**config.mk**
```make
export PLATFORM = sky130hd
export DESIGN_NAME = mac_seq_ctrl_flat
export DESIGN_NICKNAME = d
export VERILOG_FILES = /design/src/rtl/mac_seq_ctrl_if.sv /design/src/rtl/mac_seq_ctrl.sv /design/src/flat_wrapper.sv
export SDC_FILE = /design/constraint.sdc
export NUM_CORES = 1
export LEC_CHECK = 0
export BUFFER_PORTS_ARGS = -buffer_cell sky130_fd_sc_hd__buf_4
export CORE_ASPECT_RATIO = 0.7
export CORE_MARGIN = 2
export CORE_UTILIZATION = 30
export CTS_CLUSTER_SIZE = 14
export DETAILED_ROUTE_END_ITERATION = 8
export PLACE_DENSITY_LB_ADDON = 0.05
export SLEW_MARGIN = 10
export SYNTH_ARGS = -nofsm -noshare
export SYNTH_HDL_FRONTEND = slang
export SYNTH_SLANG_ARGS = --single-unit
export TNS_END_PERCENT = 10
```
**constraint.sdc**
```tcl
create_clock -name clk -period 5.5 [get_ports clk]
set_input_delay 0.825 -clock clk [delete_from_list [all_inputs] [get_ports clk]]
set_output_delay 0.825 -clock clk [all_outputs]
set_load 0.005 [all_outputs]
```
**src/rtl/mac_seq_ctrl_if.sv**
```systemverilog
// mac_seq_ctrl_if: job data stream, MAC command and MAC response handshakes
interface mac_seq_ctrl_if;
    logic        s_valid;
    logic        s_ready;
    logic [31:0] s_data;
    logic        m_cmd_valid;
    logic        m_cmd_ready;
    logic [9:0]  m_cmd_function_id;
    logic [31:0] m_cmd_inputs_0;
    logic [31:0] m_cmd_inputs_1;
    logic        m_rsp_valid;
    logic        m_rsp_ready;
    logic [31:0] m_rsp_outputs_0;
    modport master (
        input  s_valid, s_data, m_cmd_ready, m_rsp_valid, m_rsp_outputs_0,
        output s_ready, m_cmd_valid, m_cmd_function_id, m_cmd_inputs_0, m_cmd_inputs_1, m_rsp_ready
    );
    modport slave (
        output s_valid, s_data, m_cmd_ready, m_rsp_valid, m_rsp_outputs_0,
        input  s_ready, m_cmd_valid, m_cmd_function_id, m_cmd_inputs_0, m_cmd_inputs_1, m_rsp_ready
    );
endinterface

```
**src/rtl/mac_seq_ctrl.sv**
```systemverilog
// mac_seq_ctrl: sequences filter LOAD and MAC jobs into one-at-a-time MAC unit commands
module mac_seq_ctrl #(
    parameter int SET_DEPTH = 324,
    parameter int S_DEPTH   = 108
) (
    input  logic          clk,
    input  logic          reset,
    input  logic          start,
    input  logic          op,
    input  logic [2:0]    set_sel,
    input  logic [8:0]    base,
    input  logic [8:0]    len,
    mac_seq_ctrl_if.master bus,
    output logic          busy,
    output logic          done,
    output logic          err,
    output logic [31:0]   result
);
    typedef enum logic [2:0] {IDLE, CLR, ISSUE, WAIT_RSP, FIN} state_t;
    state_t      state_q, state_d;
    logic        op_q, clr_q, clr_d, err_q, err_d, bad, ld;
    logic [2:0]  set_q;
    logic [8:0]  base_q, len_q, i_q, i_d, i_inc, i_nxt;
    logic [9:0]  idx, limit;
    logic [6:0]  fn;
    logic [31:0] result_q, result_d;
    assign limit = set_sel == 3'd0 ? 10'(S_DEPTH) : 10'(SET_DEPTH);
    assign bad   = len == 9'd0 || set_sel > 3'd4 || {1'b0, base} + {1'b0, len} > limit;
    assign ld    = state_q == IDLE && start && !bad;
    // 10-bit index so base+len == depth never wraps
    assign idx   = {1'b0, base_q} + {1'b0, i_q};
    assign i_inc = i_q + 9'd1;
    assign i_nxt = clr_q ? i_q : i_inc;
    assign fn    = op_q ? (set_q == 3'd0 ? 7'd0 : {4'd0, set_q} + 7'd6)
                        : (set_q == 3'd0 ? 7'd2 : {4'd0, set_q} + 7'd2);
    always_comb begin
        state_d                = state_q;
        i_d                    = i_q;
        clr_d                  = clr_q;
        result_d               = result_q;
        err_d                  = 1'b0;
        bus.s_ready            = 1'b0;
        bus.m_cmd_valid        = 1'b0;
        bus.m_cmd_function_id  = 10'd0;
        bus.m_cmd_inputs_0     = 32'd0;
        bus.m_cmd_inputs_1     = 32'd0;
        bus.m_rsp_ready        = 1'b0;
        case (state_q)
            IDLE: begin
                err_d = start && bad;
                if (ld) begin
                    state_d = op ? CLR : ISSUE;
                    i_d     = 9'd0;
                end
            end
            CLR: begin
                bus.m_cmd_valid       = 1'b1;
                bus.m_cmd_function_id = {7'd1, 3'b000};
                clr_d                 = 1'b1;
                state_d               = bus.m_cmd_ready ? WAIT_RSP : CLR;
            end
            ISSUE: begin
                bus.m_cmd_valid       = bus.s_valid;
                bus.s_ready           = bus.m_cmd_ready;
                bus.m_cmd_function_id = {fn, 3'b000};
                bus.m_cmd_inputs_0    = op_q ? bus.s_data : {22'd0, idx};
                bus.m_cmd_inputs_1    = op_q ? {22'd0, idx} : bus.s_data;
                if (bus.s_valid && bus.m_cmd_ready) begin
                    state_d = WAIT_RSP;
                    clr_d   = 1'b0;
                end
            end
            WAIT_RSP: begin
                bus.m_rsp_ready = 1'b1;
                if (bus.m_rsp_valid) begin
                    i_d      = i_nxt;
                    state_d  = i_nxt < len_q ? ISSUE : FIN;
                    result_d = !clr_q && op_q && i_inc >= len_q ? bus.m_rsp_outputs_0 : result_q;
                end
            end
            FIN:     state_d = IDLE;
            default: state_d = IDLE;
        endcase
    end
    always_ff @(posedge clk or negedge reset) begin
        if (!reset) begin
            state_q  <= IDLE;
            op_q     <= 1'b0;
            set_q    <= 3'd0;
            base_q   <= 9'd0;
            len_q    <= 9'd0;
            i_q      <= 9'd0;
            clr_q    <= 1'b0;
            err_q    <= 1'b0;
            result_q <= 32'd0;
        end else begin
            state_q  <= state_d;
            i_q      <= i_d;
            clr_q    <= clr_d;
            err_q    <= err_d;
            result_q <= result_d;
            if (ld) begin
                op_q   <= op;
                set_q  <= set_sel;
                base_q <= base;
                len_q  <= len;
            end
        end
    end
    assign busy   = state_q != IDLE;
    assign done   = state_q == FIN;
    assign err    = err_q;
    assign result = result_q;
endmodule

```
**src/flat_wrapper.sv**
```systemverilog
// flat-port wrapper written by rule: the top's interface ports become plain ports
module mac_seq_ctrl_flat 
#(
    parameter int SET_DEPTH = 324,
    parameter int S_DEPTH   = 108
)
  (clk, reset, start, op, set_sel, base, len, busy, done, err, result, bus_s_valid, bus_s_data, bus_m_cmd_ready, bus_m_rsp_valid, bus_m_rsp_outputs_0, bus_s_ready, bus_m_cmd_valid, bus_m_cmd_function_id, bus_m_cmd_inputs_0, bus_m_cmd_inputs_1, bus_m_rsp_ready);
  mac_seq_ctrl_if bus_i ();
  input  logic clk;
  input  logic reset;
  input  logic start;
  input  logic op;
  input  logic [2:0] set_sel;
  input  logic [8:0] base;
  input  logic [8:0] len;
  output logic busy;
  output logic done;
  output logic err;
  output logic [31:0] result;
  input wire logic [$bits(bus_i.s_valid)-1:0] bus_s_valid;
  input wire logic [$bits(bus_i.s_data)-1:0] bus_s_data;
  input wire logic [$bits(bus_i.m_cmd_ready)-1:0] bus_m_cmd_ready;
  input wire logic [$bits(bus_i.m_rsp_valid)-1:0] bus_m_rsp_valid;
  input wire logic [$bits(bus_i.m_rsp_outputs_0)-1:0] bus_m_rsp_outputs_0;
  output wire logic [$bits(bus_i.s_ready)-1:0] bus_s_ready;
  output wire logic [$bits(bus_i.m_cmd_valid)-1:0] bus_m_cmd_valid;
  output wire logic [$bits(bus_i.m_cmd_function_id)-1:0] bus_m_cmd_function_id;
  output wire logic [$bits(bus_i.m_cmd_inputs_0)-1:0] bus_m_cmd_inputs_0;
  output wire logic [$bits(bus_i.m_cmd_inputs_1)-1:0] bus_m_cmd_inputs_1;
  output wire logic [$bits(bus_i.m_rsp_ready)-1:0] bus_m_rsp_ready;
  assign bus_i.s_valid = bus_s_valid;
  assign bus_i.s_data = bus_s_data;
  assign bus_i.m_cmd_ready = bus_m_cmd_ready;
  assign bus_i.m_rsp_valid = bus_m_rsp_valid;
  assign bus_i.m_rsp_outputs_0 = bus_m_rsp_outputs_0;
  assign bus_s_ready = bus_i.s_ready;
  assign bus_m_cmd_valid = bus_i.m_cmd_valid;
  assign bus_m_cmd_function_id = bus_i.m_cmd_function_id;
  assign bus_m_cmd_inputs_0 = bus_i.m_cmd_inputs_0;
  assign bus_m_cmd_inputs_1 = bus_i.m_cmd_inputs_1;
  assign bus_m_rsp_ready = bus_i.m_rsp_ready;
  mac_seq_ctrl #(.SET_DEPTH(SET_DEPTH), .S_DEPTH(S_DEPTH)) u_core (.clk(clk), .reset(reset), .start(start), .op(op), .set_sel(set_sel), .base(base), .len(len), .bus(bus_i), .busy(busy), .done(done), .err(err), .result(result));
endmodule
```
==> impl_metrics.toml, run 1 <==
[outcome]
outcome = "finished, final reports clean"

[timing]
hold_viol = 0
hold_slack_ns = 0.487
slew_headroom_pct = 29.6
setup_tns_ns = 0
worst_clock_skew_ns = 0.0103
fin_crit_ns = 4.15
finalSetupViolations = 0
post-route-period-util_pct = 75.5
rsz0062_at_grt = "no"
maxSlewViolCount = 0
fmax_mhz = 241
worst_pin_slew_ns = 1.05

[detailed_routing]
firstDrtPassIters = 4
wl_met1_um = 7040
wl_per_cell_um = 16.6
drc_errors = 0
met2_length_um = 7350
ant_nets = 0
dr.first_iter.drc_count = 215
wl_met3_um = 1090
dr.max_layer_used = "met4"
vias_per_cell = 4.79
finalWirelength_um = 15600
vias = 4494

[synth]
yosys-top-cells-area = "dfrtp_1, mux2_2, ha_1"
synth_top_cells_by_count = "dfrtp_1, mux2_2, and3_1"
synth_edf_count = 0
yosysTopAreaCell = "dfrtp_1"
async_flop_share_pct = 100
netlist_area_um2 = 4960
netlist.area_leader.share_pct = 34.3
syn_area_per_cell_um2 = 9.38
ys_ff_latch = 68
synth_seq_area_share_pct = 34.3
yosysMostFrequentCell = "dfrtp_1"
yosysWarnings = 0
synthCells = 529
synth_cell_types = 50
yosys_most_used_dff = "dfrtp_1"

[finish]
area_delta_synth_final_pct = 38.8
n_antenna_cell = 0
final_area_um2 = 6890
drive_gt1_share_pct = 38.1
final_cells = 939
num-nets-final = 844

[critical_path]
slowest_delay_ns = 0.46
critPathLaunchType = "input port"
startpoint = "base[0]"
crit_end = "u_core.len_q[0]"
crit_arrival_ns = 4.37
crit_slowest_cell = "a21oi_4"
crit_chain = "buf_4, ha_1, inv_1, fa_1, nand2b_1, a21oi_1, o31a_1, o21a_1, nor2_1, xnor2_1, ha_1, nand4b_1, nor3_1, a41oi_1, a21oi_4, buf_4, mux2_2"
r2r-start = "u_core.i_q[1]"
rr_endpoint = "u_core.result[22]"
critPathCaptureType = "flop"
crit_required_ns = 5.72
worst-r2r-cell-count = 11
cp_max_fo = 19
crit_type = "in -> reg"
r2r_setup_slack_ns = 1.89

[clock_tree]
root_buffer = "clkbuf_16"
cts_buffers = 9
cts_resized = 0
cts.clk_slew.worst_paths_ns = 0.06
cts_sinks = 68
cts_setup_buffers = 0
cts_tree = "yes"
htreeDepth = 3
cts_hold_buf = 0
clk_latency_ns = 0.34
clock_path_buffers = 2

[power_and_ir_drop]
leakage_nw = 3.60
max-vdd-ir-drop_uv = 191
p_sw_w = 0.00126
switching_share_pct = 38.9
p_int_w = 0.00198
finalPower_w = 0.00324
power_frac_seq_pct = 27.0
power.density_nw_per_um2 = 470
p_clk_share_pct = 18.2
pwr-share-comb_pct = 54.8

[floorplanning]
dieWidth_um = 158
start_util_pct = 30.5
num_io_pins = 204
rows = 39
die-area_um2 = 17600
fp.dieH_um = 112
core-area_um2 = 16200

[run]
max-cap-violations = 0

[placement]
placed_area_um2 = 6580
hpwl_um = 12300
gp_congestion = 0.822
dp.cells = 923
io_buffers = 197

[min_path]
min_path_type = "reg -> reg"
hp-start = "u_core.result[7]"

[grt]
grt_pass1_wl_um = 23900
grtUsageTotal_pct = 17.4
grt_pass1_vias = 4316
grt_max_degree = 69
grt-ovfl-total = 0
antenna_found_initial = 0
power groups by stage:
| stage | Combinational [W] | Sequential [W] | Clock, W |
|---|---|---|---|
| 3_3_place_gp | 0.00177 | 0.000883 | 0 |
| 3_5_place_dp | 0.00179 | 0.000888 | 0 |
| 5_1_grt | 0.00197 | 0.000909 | 0.000628 |
| 6_report | 0.00177 | 0.000875 | 0.000588 |
| 2_1_floorplan | 0.00101 | 0.000812 | 0 |
| 4_1_cts | 0.00180 | 0.000879 | 0.000605 |
worst max-delay path, delay by kind of cell:
family / cells / cell delay, ns
compound gates: 5 / 1.22
xor+xnor: 1 / 0.12
fa+ha+maj: 3 / 0.85
buf+inv: 3 / 0.50
mux: 1 / 0.36
simple gates: 4 / 0.48
kinds of logic (layout without fill, tap and decap cells):
kind of cell               count (synthesis)  after routing  synth area share, %
buffers and inverters                     56            236                 5.30
xor gates and xnor gates                  24             24                 4.24
AOI/OAI and AO/OA                         98             98                 12.9
adders and majority gates                 43             43                 11.1
muxes                                     64             64                 14.2
and+or+nand+nor                          175            175                 17.8
other                                      1              6               0.0756
DFF                                       68             68                 34.3
layer usage:
metal	vias up	track usage, %
met5	-	0
met2	156	29.5
met1	2093	22.9
met3	11	3.62
li1	2234	-
met4	0	3.88
metrics by stage:
stage / utilization (%) / setup slack (ns)
final: 42.4 / 1.35
after global routing: 42.4 / 1.03
after CTS: 42.3 / 1.33
after detailed placement: 40.5 / 0.992
after global placement: 40.5 / 1.08
after floorplan: - / 1.77
flip-flops by register name (all words and copies together), names as in the netlist:
signal	cells
u_core.op_q	1
u_core.clr_q	1
u_core.base_q	9
u_core.i_q	9
u_core.result	32
u_core.len_q	9
u_core.set_q	3
u_core.state_q	3
u_core.err	1
layout by cell type (no fill, tap or decap), types with 14 or more instances in the layout:
master / netlist / final
a21oi_1: 29 / 29
o21ai_0: 20 / 20
mux2_2: 51 / 51
and3_1: 44 / 44
ha_1: 41 / 41
nand3_1: 14 / 14
inv_1: 21 / 21
nor2_1: 42 / 42
buf_4: 9 / 199
dfrtp_1: 68 / 68
nand2_1: 37 / 37
how the worst min path moves through the flow:
stage / to / slack [ns] / cells after the start
detailed placement: u_core.result[7] / 0.48 / 1
floorplan: u_core.len_q[2] / 0.48 / 1
CTS: u_core.result[7] / 0.49 / 1
finish: u_core.result[7] / 0.49 / 1
global route: u_core.result[7] / 0.52 / 1
global placement: u_core.result[7] / 0.47 / 1
area by class of cell:
class                           instances  area (um2)
Fill cell                            1594        9360
Multi-Input combinational cell        410        3030
Sequential cell                        68        1700
Timing Repair Buffer                  199        1490
Tap cell                              225         282
Clock buffer                            9         225
Inverter                               21        78.8
Clock inverter                          7        73.8
(Power assumes the default switching activity.)
==> run 2, diff against run 1 <==
--- a/config.mk
+++ b/config.mk
@@ -5,6 +5,7 @@
 export SDC_FILE = /design/constraint.sdc
 export NUM_CORES = 1
 export LEC_CHECK = 0
+export ABC_AREA = 1
 export BUFFER_PORTS_ARGS = -buffer_cell sky130_fd_sc_hd__buf_4
 export CORE_ASPECT_RATIO = 0.7
 export CORE_MARGIN = 2
==> constraint.sdc (replaced) <==
create_clock -name clk -period 3.91 [get_ports clk]
set_input_delay 0.5865 -clock clk [delete_from_list [all_inputs] [get_ports clk]]
set_output_delay 0.5865 -clock clk [all_outputs]
set_load 0.005 [all_outputs]
==> run 2 against run 1 <==
Against the previous run:
- area after synthesis grew 2.4%
- hold slack lost 0.11 ns
- combinational power is 41% higher
- synthesized cell count is 36% higher
- sequential cell count unchanged
- clock power grew 39%
- critical path depth is 2 lower
- cell count increased by 21%
- power increased by 40%
==> impl_metrics.toml, run 2 <==
[finish]
fillCellCount = 1718
num-nets-final = 1039
final_util_pct = 42.7
area_delta_synth_final_pct = 38.2
final_area_um2 = 7020
layout_commonest_cell = "buf_4"
n_antenna_cell = 0
seq_area_um2 = 1700
largest_reg_flops = 32
drive_gt1_share_pct = 27.0
multi_input_area_um2 = 2790
layout_common_cells = "buf_4, nand2_1, inv_1, dfrtp_1, nand3_1"

[synth]
async_flop_share_pct = 100
yosysMostFrequentCell = "nand2_1"
synth_edf_count = 0
netlist_area_um2 = 5080
synth_top_cells_by_count = "nand2_1, inv_1, dfrtp_1"
synthCells = 720
yosysTopAreaCell = "dfrtp_1"
ys_ff_latch = 68
yosysWarnings = 0
yosys_most_used_dff = "dfrtp_1"
synth_cell_types = 41
yosys-top-cells-area = "dfrtp_1, nand2_1, ha_1"
syn_area_per_cell_um2 = 7.06
netlist.area_leader.share_pct = 33.5
synth_seq_area_share_pct = 33.5

[clock_tree]
cts_setup_buffers = 0
cts_tree = "yes"
cts_hold_buf = 0
cts_sinks = 68
clk_latency_ns = 0.33
cts_resized = 0
cts_buffers = 9
clock_path_buffers = 2
cts.clk_slew.worst_paths_ns = 0.06
htreeDepth = 3
root_buffer = "clkbuf_16"

[critical_path]
rr_endpoint = "u_core.state_q[1]"
crit_arrival_ns = 2.76
r2r_setup_slack_ns = 1.00
r2r-start = "u_core.i_q[1]"
cp_max_fo = 6
critPathCaptureType = "output port"
worst-r2r-cell-count = 16
crit_type = "reg -> out"
critPathLaunchType = "flop"
crit_required_ns = 3.32

[detailed_routing]
vias_per_cell = 4.66
ant_nets = 0
drc_errors = 0
vias = 5284
wl_per_cell_um = 14.8
firstDrtPassIters = 6
dr.first_iter.drc_count = 272
finalWirelength_um = 16800

[grt]
grt_pass1_vias = 4966
grt-ovfl-total = 0
grt_max_degree = 69
grt_pass1_wl_um = 26400
antenna_found_initial = 0
grtUsageTotal_pct = 18.3

[run]
max-cap-violations = 0

[floorplanning]
die-area_um2 = 18000
core-area_um2 = 16400
start_util_pct = 30.9
num_io_pins = 204
fp.dieH_um = 113
rows = 39
dieWidth_um = 160

[timing]
finalSetupViolations = 0
hold_viol = 0
worst_clock_skew_ns = 0.00911
maxSlewViolCount = 0
fin_crit_ns = 3.35
setup_tns_ns = 0
worst_pin_slew_ns = 0.885
fin_ws_ns = 0.563
slew_headroom_pct = 41.0
post-route-period-util_pct = 85.6
rsz0062_at_grt = "no"
fmax_mhz = 299

[power_and_ir_drop]
power.density_nw_per_um2 = 644
leakage_nw = 3.96
max-vdd-ir-drop_uv = 244

[placement]
io_buffers = 197
place_ws_ns = 0.470
placed_area_um2 = 6720
hpwl_um = 13500
gp_congestion = 0.945

[min_path]
min_path_type = "in -> async"

[outcome]
outcome = "finished, final reports clean"
run 2: layer usage:
metal / GRT usage [%] / part of all wire, % / up-vias
met2: 29.4 / 45 / 139
met5: 0 / 0 / -
met3: 3.48 / 4.4 / 8
met1: 25.9 / 50 / 2450
met4: 3.76 / 0.86 / 0
li1: - / - / 2687
run 2: worst max-delay path, cell delays in order (launching register included):
cell,delay [ns]
dfrtp_1,0.47
ha_1,0.28
fa_1,0.41
nand3_1,0.11
nand2_1,0.06
nand2_1,0.08
nand2_1,0.06
a21oi_1,0.19
nor2_1,0.06
o21ai_0,0.20
nand2_1,0.08
nand2_1,0.09
nand3_1,0.08
nand2_1,0.10
inv_1,0.04
buf_4,0.13
run 2: cells by family (layout without fill, tap and decap cells):
group	after synthesis	count (layout)	share of synthesized area [%]
DFF	68	68	33.5
other	1	6	0.0738
buffers and inverters	145	329	12.1
and+or+nand+nor	347	347	29.4
xor gates and xnor gates	14	14	2.41
adders and majority gates	43	43	10.9
AOI/OAI and AO/OA	102	102	11.6
run 2: power by group:
part           switching, W  internal (W)  total (W)
logic               0.00142       0.00108    0.00250
registers          0.000226      0.000973    0.00120
clock network      0.000305      0.000511   0.000816
run 2: worst max-delay path by stage:
stage / slack (ns) / from / to
CTS: 0.54 / u_core.i_q[0] / bus_m_cmd_inputs_0[8]
global placement: 0.55 / len[0] / u_core.set_q[2]
floorplan: 0.90 / base[0] / u_core.op_q
detailed placement: 0.47 / len[0] / u_core.set_q[0]
global route: 0.27 / u_core.i_q[0] / bus_m_cmd_inputs_0[8]
finish: 0.56 / u_core.i_q[0] / bus_m_cmd_inputs_0[8]
run 2: stage by stage:
step           instances  hold WS (ns)  power, W
2_1_floorplan        725         0.291   0.00261
3_3_place_gp        1118         0.456   0.00368
3_5_place_dp        1118         0.460   0.00373
4_1_cts             1134         0.412   0.00457
5_1_grt             1134         0.456   0.00493
6_report            1134         0.376   0.00452
run 2: final cells by class:
| class | instances | area share (%) |
|---|---|---|
| tap | 225 | 4.01 |
| clock inverter | 6 | 0.891 |
| multi-input combinational | 512 | 39.7 |
| clock buffer | 10 | 3.40 |
| sequential | 68 | 24.2 |
| inverter | 107 | 5.72 |
| timing repair buffer | 206 | 22.0 |
==> run 3, diff against run 2 <==
--- a/config.mk
+++ b/config.mk
@@ -8,7 +8,6 @@
 export ABC_AREA = 1
 export BUFFER_PORTS_ARGS = -buffer_cell sky130_fd_sc_hd__buf_4
 export CORE_ASPECT_RATIO = 0.7
-export CORE_MARGIN = 2
 export CORE_UTILIZATION = 30
 export CTS_CLUSTER_SIZE = 14
 export DETAILED_ROUTE_END_ITERATION = 8
==> run 3 against run 2 <==
Against the previous run:
- core utilization fell by 0.061 points
- combinational power barely moved
- first-iteration DRC count fell by 19%
- critical path type unchanged
- sequential share of layout area barely moved
- clock power fell by 1%
- sequential power barely moved
- setup slack got worse by 0.058 ns
- largest cell class unchanged
- clock skew fell by 0.0021 ns
==> impl_metrics.toml, run 3 (same netlist as run 2, synthesis figures left out) <==
[outcome]
outcome = "finished, final reports clean"

[power_and_ir_drop]
power.density_nw_per_um2 = 639
leakage_nw = 3.95
max-vdd-ir-drop_uv = 228

[detailed_routing]
firstDrtPassIters = 4
vias_per_cell = 4.59
drc_errors = 0
ant_nets = 0
finalWirelength_um = 16300
wl_per_cell_um = 14.4
dr.first_iter.drc_count = 219
vias = 5201

[clock_tree]
cts_tree = "yes"
cts_buffers = 9
root_buffer = "clkbuf_16"
cts.clk_slew.worst_paths_ns = 0.06
cts_sinks = 68
cts_resized = 0
cts_hold_buf = 0
cts_setup_buffers = 0
clock_path_buffers = 2
clk_latency_ns = 0.34
htreeDepth = 3

[critical_path]
crit_chain = "ha_1, fa_1, nand3_1, nand2_1, nand2_1, nand2_1, a21oi_1, nor2_1, o21ai_0, nand2_1, nand2_1, nand3_1, nand2_1, inv_1, buf_4"
cp_max_fo = 6
worst-r2r-cell-count = 18
crit_arrival_ns = 2.82
r2r_setup_slack_ns = 0.92
startpoint = "u_core.i_q[0]"
crit_type = "reg -> out"
slowest_delay_ns = 0.49
crit_slowest_cell = "dfrtp_1"
r2r-start = "u_core.i_q[0]"
crit_end = "bus_m_cmd_inputs_0[8]"
crit_required_ns = 3.32
rr_endpoint = "u_core.result[4]"
critPathCaptureType = "output port"
path_common_cell = "nand2_1"
critPathLaunchType = "flop"

[finish]
layout_commonest_cell = "buf_4"
num-nets-final = 1039
drive_gt1_share_pct = 26.9
layout_common_cells = "buf_4, nand2_1, inv_1, dfrtp_1, nand3_1"
fillCellCount = 1702
n_antenna_cell = 0
area_delta_synth_final_pct = 38.0
largest_reg_flops = 32
final_cells = 1133

[timing]
worst_clock_skew_ns = 0.00704
finalSetupViolations = 0
slew_headroom_pct = 39.6
fin_crit_ns = 3.40
maxSlewViolCount = 0
rsz0062_at_grt = "no"
hold_viol = 0
worst_pin_slew_ns = 0.906
setup_tns_ns = 0
post-route-period-util_pct = 87.1
fmax_mhz = 294

[floorplanning]
core-area_um2 = 16400
dieWidth_um = 158
rows = 39
fp.dieH_um = 111
num_io_pins = 204
start_util_pct = 30.9
die-area_um2 = 17500

[min_path]
min_path_type = "in -> async"

[grt]
grtUsageTotal_pct = 19.1
grt_pass1_wl_um = 25700
antenna_found_initial = 0
grt-ovfl-total = 0
grt_max_degree = 69
grt_pass1_vias = 5000

[placement]
hpwl_um = 13000
dp.cells = 1118
gp_congestion = 0.821
io_buffers = 197

[run]
max-cap-violations = 0
## run 3: how the worst min path moves through the flow
| stage | end | cells after the start | start | slack, ns |
|---|---|---|---|---|
| 4_1_cts | u_core.result[3] | 1 | reset | 0.42 |
| 6_report | u_core.result[24] | 1 | reset | 0.38 |
| 3_5_place_dp | u_core.result[27] | 2 | u_core.result[27] | 0.46 |
| 2_1_floorplan | u_core.base_q[0] | 0 | reset | 0.29 |
| 3_3_place_gp | u_core.result[31] | 2 | u_core.result[31] | 0.46 |
| 5_1_grt | u_core.result[8] | 1 | reset | 0.45 |
## run 3: worst max-delay path: cells and delay by family (launching register included)
kind,cells,cell delay (ns)
flip-flops,1,0.49
buffers and inverters,2,0.18
AND/OR/NAND/NOR,9,0.72
AO/OA/AOI/OAI,2,0.41
adder cells (fa/ha/maj),2,0.70
## run 3: power breakdown
part / total, W / internal [W] / switching, W
clock network: 0.000807 / 0.000504 / 0.000303
logic: 0.00248 / 0.00108 / 0.00140
registers: 0.00120 / 0.000974 / 0.000223
## run 3: layout make-up
cell class                      count  area, um2  share of cell area [%]
Multi-Input combinational cell    512       2790                    39.8
Sequential cell                    68       1700                    24.3
Timing Repair Buffer              206       1550                    22.1
Inverter                          107        402                    5.73
Tap cell                          225        282                    4.01
Clock buffer                       10        239                    3.41
Clock inverter                      5       52.6                   0.749
## run 3: routing by layer
| layer | wire, um | vias to the layer above | GRT usage (%) |
|---|---|---|---|
| met3 | 808 | 13 | 4.46 |
| li1 | - | 2682 | - |
| met4 | 187 | 0 | 4.01 |
| met5 | 0 | - | 0 |
| met2 | 7280 | 128 | 31.5 |
| met1 | 8010 | 2378 | 25.2 |
## run 3: metrics by stage
stage / power (W) / hold WS [ns] / instance area (um2) / setup slack, ns / utilization [%]
6_report: 0.00448 / 0.377 / 7010 / 0.505 / 42.6
5_1_grt: 0.00492 / 0.455 / 7010 / 0.176 / 42.6
4_1_cts: 0.00455 / 0.415 / 7010 / 0.485 / 42.6
3_5_place_dp: 0.00371 / 0.459 / 6720 / 0.321 / 40.9
3_3_place_gp: 0.00366 / 0.456 / 6720 / 0.426 / 40.9
2_1_floorplan: 0.00261 / 0.291 / 5100 / 0.896 / -
